<file path="src/rtl/osc_pkg.sv">
// osc_pkg: shared types and constants for the oscillator frequency meter.
//   osc_state_e  - measurement FSM states (SEEK / MEASURE / DIVIDE)
//   CLK_HZ_DEF   - default system clock rate in Hz
//   FREQ_W, SAMPLE_W, DIV_W, FREQ_MAX - datapath widths and output ceiling
//   sat_freq()   - clamps a divider quotient to the 12-bit Hz code
package osc_pkg;

    typedef enum logic [1:0] {
        SEEK    = 2'd0,
        MEASURE = 2'd1,
        DIVIDE  = 2'd2
    } osc_state_e;

    localparam int              CLK_HZ_DEF = 1000000;
    localparam int              FREQ_W     = 12;
    localparam int              SAMPLE_W   = 16;
    localparam int              DIV_W      = 21;
    localparam logic [FREQ_W-1:0] FREQ_MAX = 12'd4095;

    // Quotients above the 12-bit range report the ceiling code.
    function automatic logic [FREQ_W-1:0] sat_freq(input logic [DIV_W-1:0] q);
        logic [FREQ_W-1:0] r;
        if (q > {{(DIV_W-FREQ_W){1'b0}}, FREQ_MAX}) begin
            r = FREQ_MAX;
        end else begin
            r = q[FREQ_W-1:0];
        end
        return r;
    endfunction

endpackage

</file>
<file path="src/rtl/osc_udiv.sv">
// osc_udiv: sequential restoring unsigned divider, one quotient bit per clock.
//   clk, rst_n - clock, asynchronous active-low reset (aborts a division)
//   start      - load dividend/divisor and begin (accepted when idle)
//   dividend   - W-bit numerator
//   divisor    - W-bit denominator; zero yields an all-ones quotient
//   busy       - high while quotient bits are being produced
//   done       - one-cycle pulse in the cycle after the last bit
//   quotient   - result, valid while done is high and held until next start
module osc_udiv #(
    parameter int W = 21
) (
    input  logic         clk,
    input  logic         rst_n,
    input  logic         start,
    input  logic [W-1:0] dividend,
    input  logic [W-1:0] divisor,
    output logic         busy,
    output logic         done,
    output logic [W-1:0] quotient
);

    localparam int CNT_W = $clog2(W + 1);

    logic [W-1:0]     rem_r;
    logic [W-1:0]     quo_r;
    logic [W-1:0]     div_r;
    logic [CNT_W-1:0] bit_cnt_r;
    logic             busy_r;
    logic             done_r;

    logic [W:0]       shift_s;
    logic [W-1:0]     diff_s;
    logic             ge_s;

    // Trial subtraction: shift next dividend bit into the partial remainder.
    // The true difference is below 2^W whenever it is used, so W bits suffice.
    always_comb begin
        shift_s = {rem_r, quo_r[W-1]};
        ge_s    = (shift_s >= {1'b0, div_r});
        diff_s  = shift_s[W-1:0] - div_r;
    end

    // Division state: load on start, then one restoring step per clock.
    always_ff @(posedge clk or negedge rst_n) begin
        if (!rst_n) begin
            rem_r     <= '0;
            quo_r     <= '0;
            div_r     <= '0;
            bit_cnt_r <= '0;
            busy_r    <= 1'b0;
            done_r    <= 1'b0;
        end else begin
            done_r <= 1'b0;
            if (start && !busy_r) begin
                rem_r     <= '0;
                quo_r     <= dividend;
                div_r     <= divisor;
                bit_cnt_r <= CNT_W'(W);
                busy_r    <= 1'b1;
            end else if (busy_r) begin
                if (ge_s) begin
                    rem_r <= diff_s;
                    quo_r <= {quo_r[W-2:0], 1'b1};
                end else begin
                    rem_r <= shift_s[W-1:0];
                    quo_r <= {quo_r[W-2:0], 1'b0};
                end
                bit_cnt_r <= bit_cnt_r - CNT_W'(1);
                if (bit_cnt_r == CNT_W'(1)) begin
                    busy_r <= 1'b0;
                    done_r <= 1'b1;
                end else begin
                    busy_r <= 1'b1;
                end
            end else begin
                busy_r <= 1'b0;
            end
        end
    end

    assign busy     = busy_r;
    assign done     = done_r;
    assign quotient = quo_r;

endmodule

</file>
<file path="src/rtl/osc_freq_meter.sv">
// osc_freq_meter: measures the fundamental of a signed sample stream via
// hysteretic upward zero crossings and reports it as a 12-bit Hz code.
//   clk, rst_n    - system clock, asynchronous active-low reset
//   sample_valid  - sample qualifies this cycle
//   sample        - 16-bit signed input
//   freq          - rounded, saturated frequency in Hz
//   freq_valid    - one-cycle pulse when freq updates
//   period        - last measured period in clocks
//   locked        - a full period has been measured since reset/timeout
//   timeout       - one-cycle pulse when the period counter saturates
// Parameters: CLK_HZ (< 2^20), PERIOD_W (<= DIV_W), HYST (arming magnitude).
module osc_freq_meter
    import osc_pkg::*;
#(
    parameter int CLK_HZ   = CLK_HZ_DEF,
    parameter int PERIOD_W = 20,
    parameter int HYST     = 256
) (
    input  logic                clk,
    input  logic                rst_n,
    input  logic                sample_valid,
    input  logic [15:0]         sample,
    output logic [11:0]         freq,
    output logic                freq_valid,
    output logic [PERIOD_W-1:0] period,
    output logic                locked,
    output logic                timeout
);

    localparam logic signed [SAMPLE_W-1:0] NEG_HYST_C = SAMPLE_W'(-HYST);
    localparam logic [PERIOD_W-1:0]        CNT_MAX_C  = '1;
    localparam logic [PERIOD_W-1:0]        CNT_PRE_C  = CNT_MAX_C - PERIOD_W'(1);

    osc_state_e           state_r;
    logic                 armed_r;
    logic [PERIOD_W-1:0]  cnt_r;
    logic                 pending_r;
    logic                 to_r;          // timeout seen while a division runs
    logic [FREQ_W-1:0]    freq_r;
    logic                 freq_valid_r;
    logic [PERIOD_W-1:0]  period_r;
    logic                 locked_r;
    logic                 timeout_r;

    logic signed [SAMPLE_W-1:0] sample_s;
    logic                 arm_s;
    logic                 cross_s;
    logic                 sat_s;
    logic                 div_start_s;
    logic [PERIOD_W-1:0]  div_divisor_s;
    logic [DIV_W-1:0]     div_dividend_s;
    logic                 div_busy_s;
    logic                 div_done_s;
    logic [DIV_W-1:0]     div_quot_s;

    assign sample_s = $signed(sample);

    // Arm well below zero, fire on the first non-negative sample afterwards.
    // The two conditions are disjoint in sign, so they never coincide.
    always_comb begin
        arm_s   = sample_valid && (sample_s <= NEG_HYST_C);
        cross_s = armed_r && sample_valid && (sample_s[SAMPLE_W-1] == 1'b0);
        // Saturation event is the edge on which cnt reaches its maximum.
        sat_s   = !cross_s && (cnt_r == CNT_PRE_C);
    end

    // Arming flag and free-running period counter.
    always_ff @(posedge clk or negedge rst_n) begin
        if (!rst_n) begin
            armed_r <= 1'b0;
            cnt_r   <= '0;
        end else begin
            if (cross_s) begin
                armed_r <= 1'b0;
            end else if (arm_s) begin
                armed_r <= 1'b1;
            end else begin
                armed_r <= armed_r;
            end
            if (cross_s) begin
                cnt_r <= PERIOD_W'(1);
            end else if (cnt_r != CNT_MAX_C) begin
                cnt_r <= cnt_r + PERIOD_W'(1);
            end else begin
                cnt_r <= cnt_r;
            end
        end
    end

    // Divider launch: a fresh period from cnt on a crossing, otherwise the
    // queued period when a result completes with one pending. A crossing on
    // the completion edge supersedes the queued value (latest period wins).
    always_comb begin
        div_start_s   = 1'b0;
        div_divisor_s = period_r;
        case (state_r)
            MEASURE: begin
                if (cross_s) begin
                    div_start_s   = 1'b1;
                    div_divisor_s = cnt_r;
                end else begin
                    div_start_s = 1'b0;
                end
            end
            DIVIDE: begin
                if (div_done_s && !to_r && !sat_s) begin
                    if (cross_s) begin
                        div_start_s   = 1'b1;
                        div_divisor_s = cnt_r;
                    end else if (pending_r) begin
                        div_start_s = 1'b1;
                    end else begin
                        div_start_s = 1'b0;
                    end
                end else begin
                    div_start_s = 1'b0;
                end
            end
            default: begin
                div_start_s = 1'b0;
            end
        endcase
        // Adding half the period before dividing rounds to nearest.
        div_dividend_s = DIV_W'(CLK_HZ) + DIV_W'(div_divisor_s >> 1);
    end

    osc_udiv #(
        .W (DIV_W)
    ) u_div (
        .clk      (clk),
        .rst_n    (rst_n),
        .start    (div_start_s && !div_busy_s),
        .dividend (div_dividend_s),
        .divisor  (DIV_W'(div_divisor_s)),
        .busy     (div_busy_s),
        .done     (div_done_s),
        .quotient (div_quot_s)
    );

    // Measurement FSM with registered outputs.
    always_ff @(posedge clk or negedge rst_n) begin
        if (!rst_n) begin
            state_r      <= SEEK;
            pending_r    <= 1'b0;
            to_r         <= 1'b0;
            freq_r       <= '0;
            freq_valid_r <= 1'b0;
            period_r     <= '0;
            locked_r     <= 1'b0;
            timeout_r    <= 1'b0;
        end else begin
            freq_valid_r <= 1'b0;
            timeout_r    <= 1'b0;
            case (state_r)
                SEEK: begin
                    if (cross_s) begin
                        state_r <= MEASURE;
                    end else begin
                        state_r <= SEEK;
                    end
                end
                MEASURE: begin
                    if (cross_s) begin
                        period_r <= cnt_r;
                        locked_r <= 1'b1;
                        state_r  <= DIVIDE;
                    end else if (sat_s) begin
                        timeout_r <= 1'b1;
                        locked_r  <= 1'b0;
                        state_r   <= SEEK;
                    end else begin
                        state_r <= MEASURE;
                    end
                end
                DIVIDE: begin
                    // After a timeout, later crossings no longer feed results.
                    if (cross_s && !to_r) begin
                        period_r <= cnt_r;
                    end else begin
                        period_r <= period_r;
                    end
                    if (sat_s) begin
                        timeout_r <= 1'b1;
                        locked_r  <= 1'b0;
                        pending_r <= 1'b0;
                        to_r      <= 1'b1;
                    end else begin
                        timeout_r <= 1'b0;
                    end
                    if (div_done_s) begin
                        freq_r       <= sat_freq(div_quot_s);
                        freq_valid_r <= 1'b1;
                        if (to_r || sat_s) begin
                            to_r      <= 1'b0;
                            pending_r <= 1'b0;
                            state_r   <= SEEK;
                        end else if (div_start_s) begin
                            pending_r <= 1'b0;
                            state_r   <= DIVIDE;
                        end else begin
                            state_r <= MEASURE;
                        end
                    end else if (cross_s && !to_r) begin
                        pending_r <= 1'b1;
                    end else begin
                        state_r <= DIVIDE;
                    end
                end
                default: begin
                    state_r <= SEEK;
                end
            endcase
        end
    end

    assign freq       = freq_r;
    assign freq_valid = freq_valid_r;
    assign period     = period_r;
    assign locked     = locked_r;
    assign timeout    = timeout_r;

endmodule
</file>
<file path="config.mk">
export PLATFORM = sky130hd
export DESIGN_NAME = osc_freq_meter
export DESIGN_NICKNAME = d
export VERILOG_FILES = /design/src/rtl/osc_pkg.sv /design/src/rtl/osc_udiv.sv /design/src/rtl/osc_freq_meter.sv
export SDC_FILE = /design/constraint.sdc
export NUM_CORES = 1
export LEC_CHECK = 0
export BUFFER_PORTS_ARGS = -buffer_cell sky130_fd_sc_hd__buf_2
export CAP_MARGIN = 10
export CORE_MARGIN = 2
export CORE_UTILIZATION = 40
export CTS_BUF_LIST = sky130_fd_sc_hd__clkbuf_16
export DETAILED_ROUTE_END_ITERATION = 10
export SETUP_SLACK_MARGIN = 0.05
export SYNTH_ARGS = -nofsm -noshare
export SYNTH_HDL_FRONTEND = slang
export SYNTH_SLANG_ARGS = --single-unit
export TNS_END_PERCENT = 5
</file>
<file path="constraint.sdc">
create_clock -name clk -period 8.2 [get_ports clk]
set_clock_uncertainty 0.15 [all_clocks]
set_input_delay 2.05 -clock clk [delete_from_list [all_inputs] [get_ports clk]]
set_output_delay 2.05 -clock clk [all_outputs]
set_load 0.02 [all_outputs]
</file>
==> results.ini <==
[yosys]
synth_top_flop_cell = dfrtp_1
synth.area.top_cells = dfrtp_1 43%, mux2_2 5.0%, ha_1 4.9%, nand2_1 4.4%, a21oi_1 4.4%
synth.distinct_cells = 65
synth_top_area_share_pct = 43.2
ys_seq_area_share_pct = 43.2
synth_common_cells = 129 x dfrtp_1, 87 x nand2_1, 69 x nor2_1
synth_seq_cells = 129
yosysWarnings = 0
yosysMostFrequentCell = dfrtp_1
syn_inst = 809
syn_avg_cell_area_um2 = 9.23
synth_enable_flop_cells = 0
synth_largest_area_cell = dfrtp_1
async_flop_share_pct = 100
synthesis.nets = 858
synthesis.area_mm2 = 0.00746

[sta]
setup-violations-final = 0
hold_viol_final = 0
rsz0062_at_grt = no
setup_tns_ns = 0
period_share_pct = 61.4
drv_slew = 0
period_minus_slack_ns = 5.04
fmaxAchievable_ghz = 0.199
slew_headroom_pct = 36.7
tightestPinTransition_ns = 0.950

[power]
power_density_mw_per_mm2 = 389
p_leak_nw = 3.88
ir_worst_vdd_v = 0.000154

[grt]
antenna_found_initial = 0
grt_overflow = 0
grt_pass1_wl_um = 30300
grt_use_met3_pct = 3.74
grt_pass1_vias = 5762
grt_util_all_layers_pct = 19.1
busiest_layer = met2
met1_usage_pct = 26.7
grt_start_max_net_pins = 74
met2_usage_pct = 30.4

[route]
routedWlPerCell_um = 16.7
ant_nets = 0
drt_pass1_iterations = 5
drc = 0
drt_iter0_drc = 387
drt-total-wl_um = 18100
viasPerCell = 5.52
dr_total_vias = 5996

[clock_network]
clock_path_buffers = 2
cts_setup_buffers = 0
clk_latency_ns = 0.42
cts_hold_buf = 0
numCtsBuffers = 17
clock-sinks = 129
cts.clk_slew.worst_paths_ns = 0.06
cts_tree = yes
post_cts_resized = 0
cts-root-buf = clkbuf_16
htree_levels = 4

[die]
die_area_mm2 = 0.0198
pin_count = 54
die_height_um = 141
core_mm2 = 0.0181
row_count = 49
initial_utilization_pct = 41.1
die_x_um = 141

[place]
gp_congestion = 0.840
dpl-instance-area_mm2 = 0.00789
port_buffers = 53
hpwlAfterDp_um = 12700

[worst_setup_path]
path_class = in -> reg
critPathLaunchType = primary input
endpoint_kind = register
crit_required_ns = 8.29
critPathMaxFanout = 30
arrival_ns = 5.13

[finish]
final_nets = 893
synthToLayoutAreaGrowth_pct = 13.3
num_antenna_cells = 0
drive_gt1_share_pct = 15.4
fin_area_mm2 = 0.00846

[flow_run]
max-cap-violations = 0

[status]
run_status = finished, final reports clean

[min_path]
min_path_type = reg -> reg

-- worst max-delay path, stage by stage --
cell and delay (ns):
buf_2 0.11, nand3b_1 0.15, buf_4 0.24, and4b_1 0.33, a221o_1 0.49, a211oi_1 0.56, inv_1 0.10, ha_1 0.21
inv_1 0.09, o211ai_1 0.16, nand2_1 0.17, a21oi_2 0.11, xnor2_1 0.19, o221ai_1 0.15
-- flip-flops by register name (all words and copies together), names as in the netlist, 2 cells and up --
register	flops
freq	12
period	20
u_div.div_r	20
u_div.quotient	21
u_div.rem_r	21
state_r	2
cnt_r	20
u_div.bit_cnt_r	5
-- worst paths after layout --
kind                               startpoint                 end  slack, ns  cells after the start
hold reg to reg               u_div.div_r[19]     u_div.div_r[19]       0.33                      1
hold / removal                u_div.div_r[19]     u_div.div_r[19]       0.33                      1
min in group asynchronous               rst_n      u_div.rem_r[4]       1.46                      1
setup reg to reg           u_div.quotient[20]      u_div.rem_r[2]       4.06                     13
max in group asynchronous               rst_n          u_div.busy       5.06                      2
setup / recovery                   sample[15]  u_div.quotient[16]       3.16                     14
-- metrics by stage --
step	hold slack (ns)	power, mW	setup slack (ns)	instances	util (%)
floorplan	0.299	2.20	3.50	809	-
global placement	0.313	2.55	2.88	1054	43.5
detailed placement	0.321	2.56	2.75	1054	43.5
CTS	0.334	3.31	3.18	1086	46.6
global route	0.358	3.55	2.78	1086	46.6
finish	0.327	3.29	3.16	1086	46.6
-- per-layer routing --
metal  vias to the layer above  part of all wire (%)  routed length [um]
li1                       2961                     -                   -
met1                      2903                    48                8770
met4                         0                   1.1                 193
met2                       122                    47                8500
met3                        10                   3.6                 652
met5                         -                     0                   0
-- power by group --
part / internal, mW / total (mW) / leakage (nW) / switching (mW)
combinational: 0.684 / 1.55 / 1.93 / 0.862
sequential: 0.839 / 1.00 / 1.67 / 0.166
clock: 0.445 / 0.738 / 0.278 / 0.293
total: 1.97 / 3.29 / 3.88 / 1.32
-- layout make-up --
class / instances / area [um^2]
clock buffer: 17 / 425
clock inverter: 15 / 143
fill: 1738 / 9690
inverter: 42 / 158
multi-input combinational: 594 / 3890
sequential: 129 / 3230
tap: 229 / 287
timing repair buffer: 60 / 324
-- cells in the final DEF (no fill, tap or decap), types with 12 or more instances in the layout --
cell,synthesis,routed
o21ai_0,55,54
buf_2,7,52
nor3_1,13,13
a21oi_1,65,65
inv_1,42,44
mux2_2,33,33
nand3_1,20,20
nand2_1,87,87
dfrtp_1,129,128
ha_1,29,29
xor2_1,23,23
o22a_1,12,12
a22o_1,17,17
clkbuf_16,0,17
xnor2_1,22,22
nand4_1,14,14
nor2_1,69,69
-- cell families (layout without fill, tap and decap cells) --
kind of cell	count (synthesis)	count (layout)	share of synthesized area, %
fa+ha+maj	30	30	5.13
buf+inv	86	134	4.64
mux	42	42	6.19
xor+xnor	45	45	5.28
simple gates	247	247	15.4
compound gates	230	230	20.1
flops	129	129	43.2
Power figures use the tool's default switching activity.
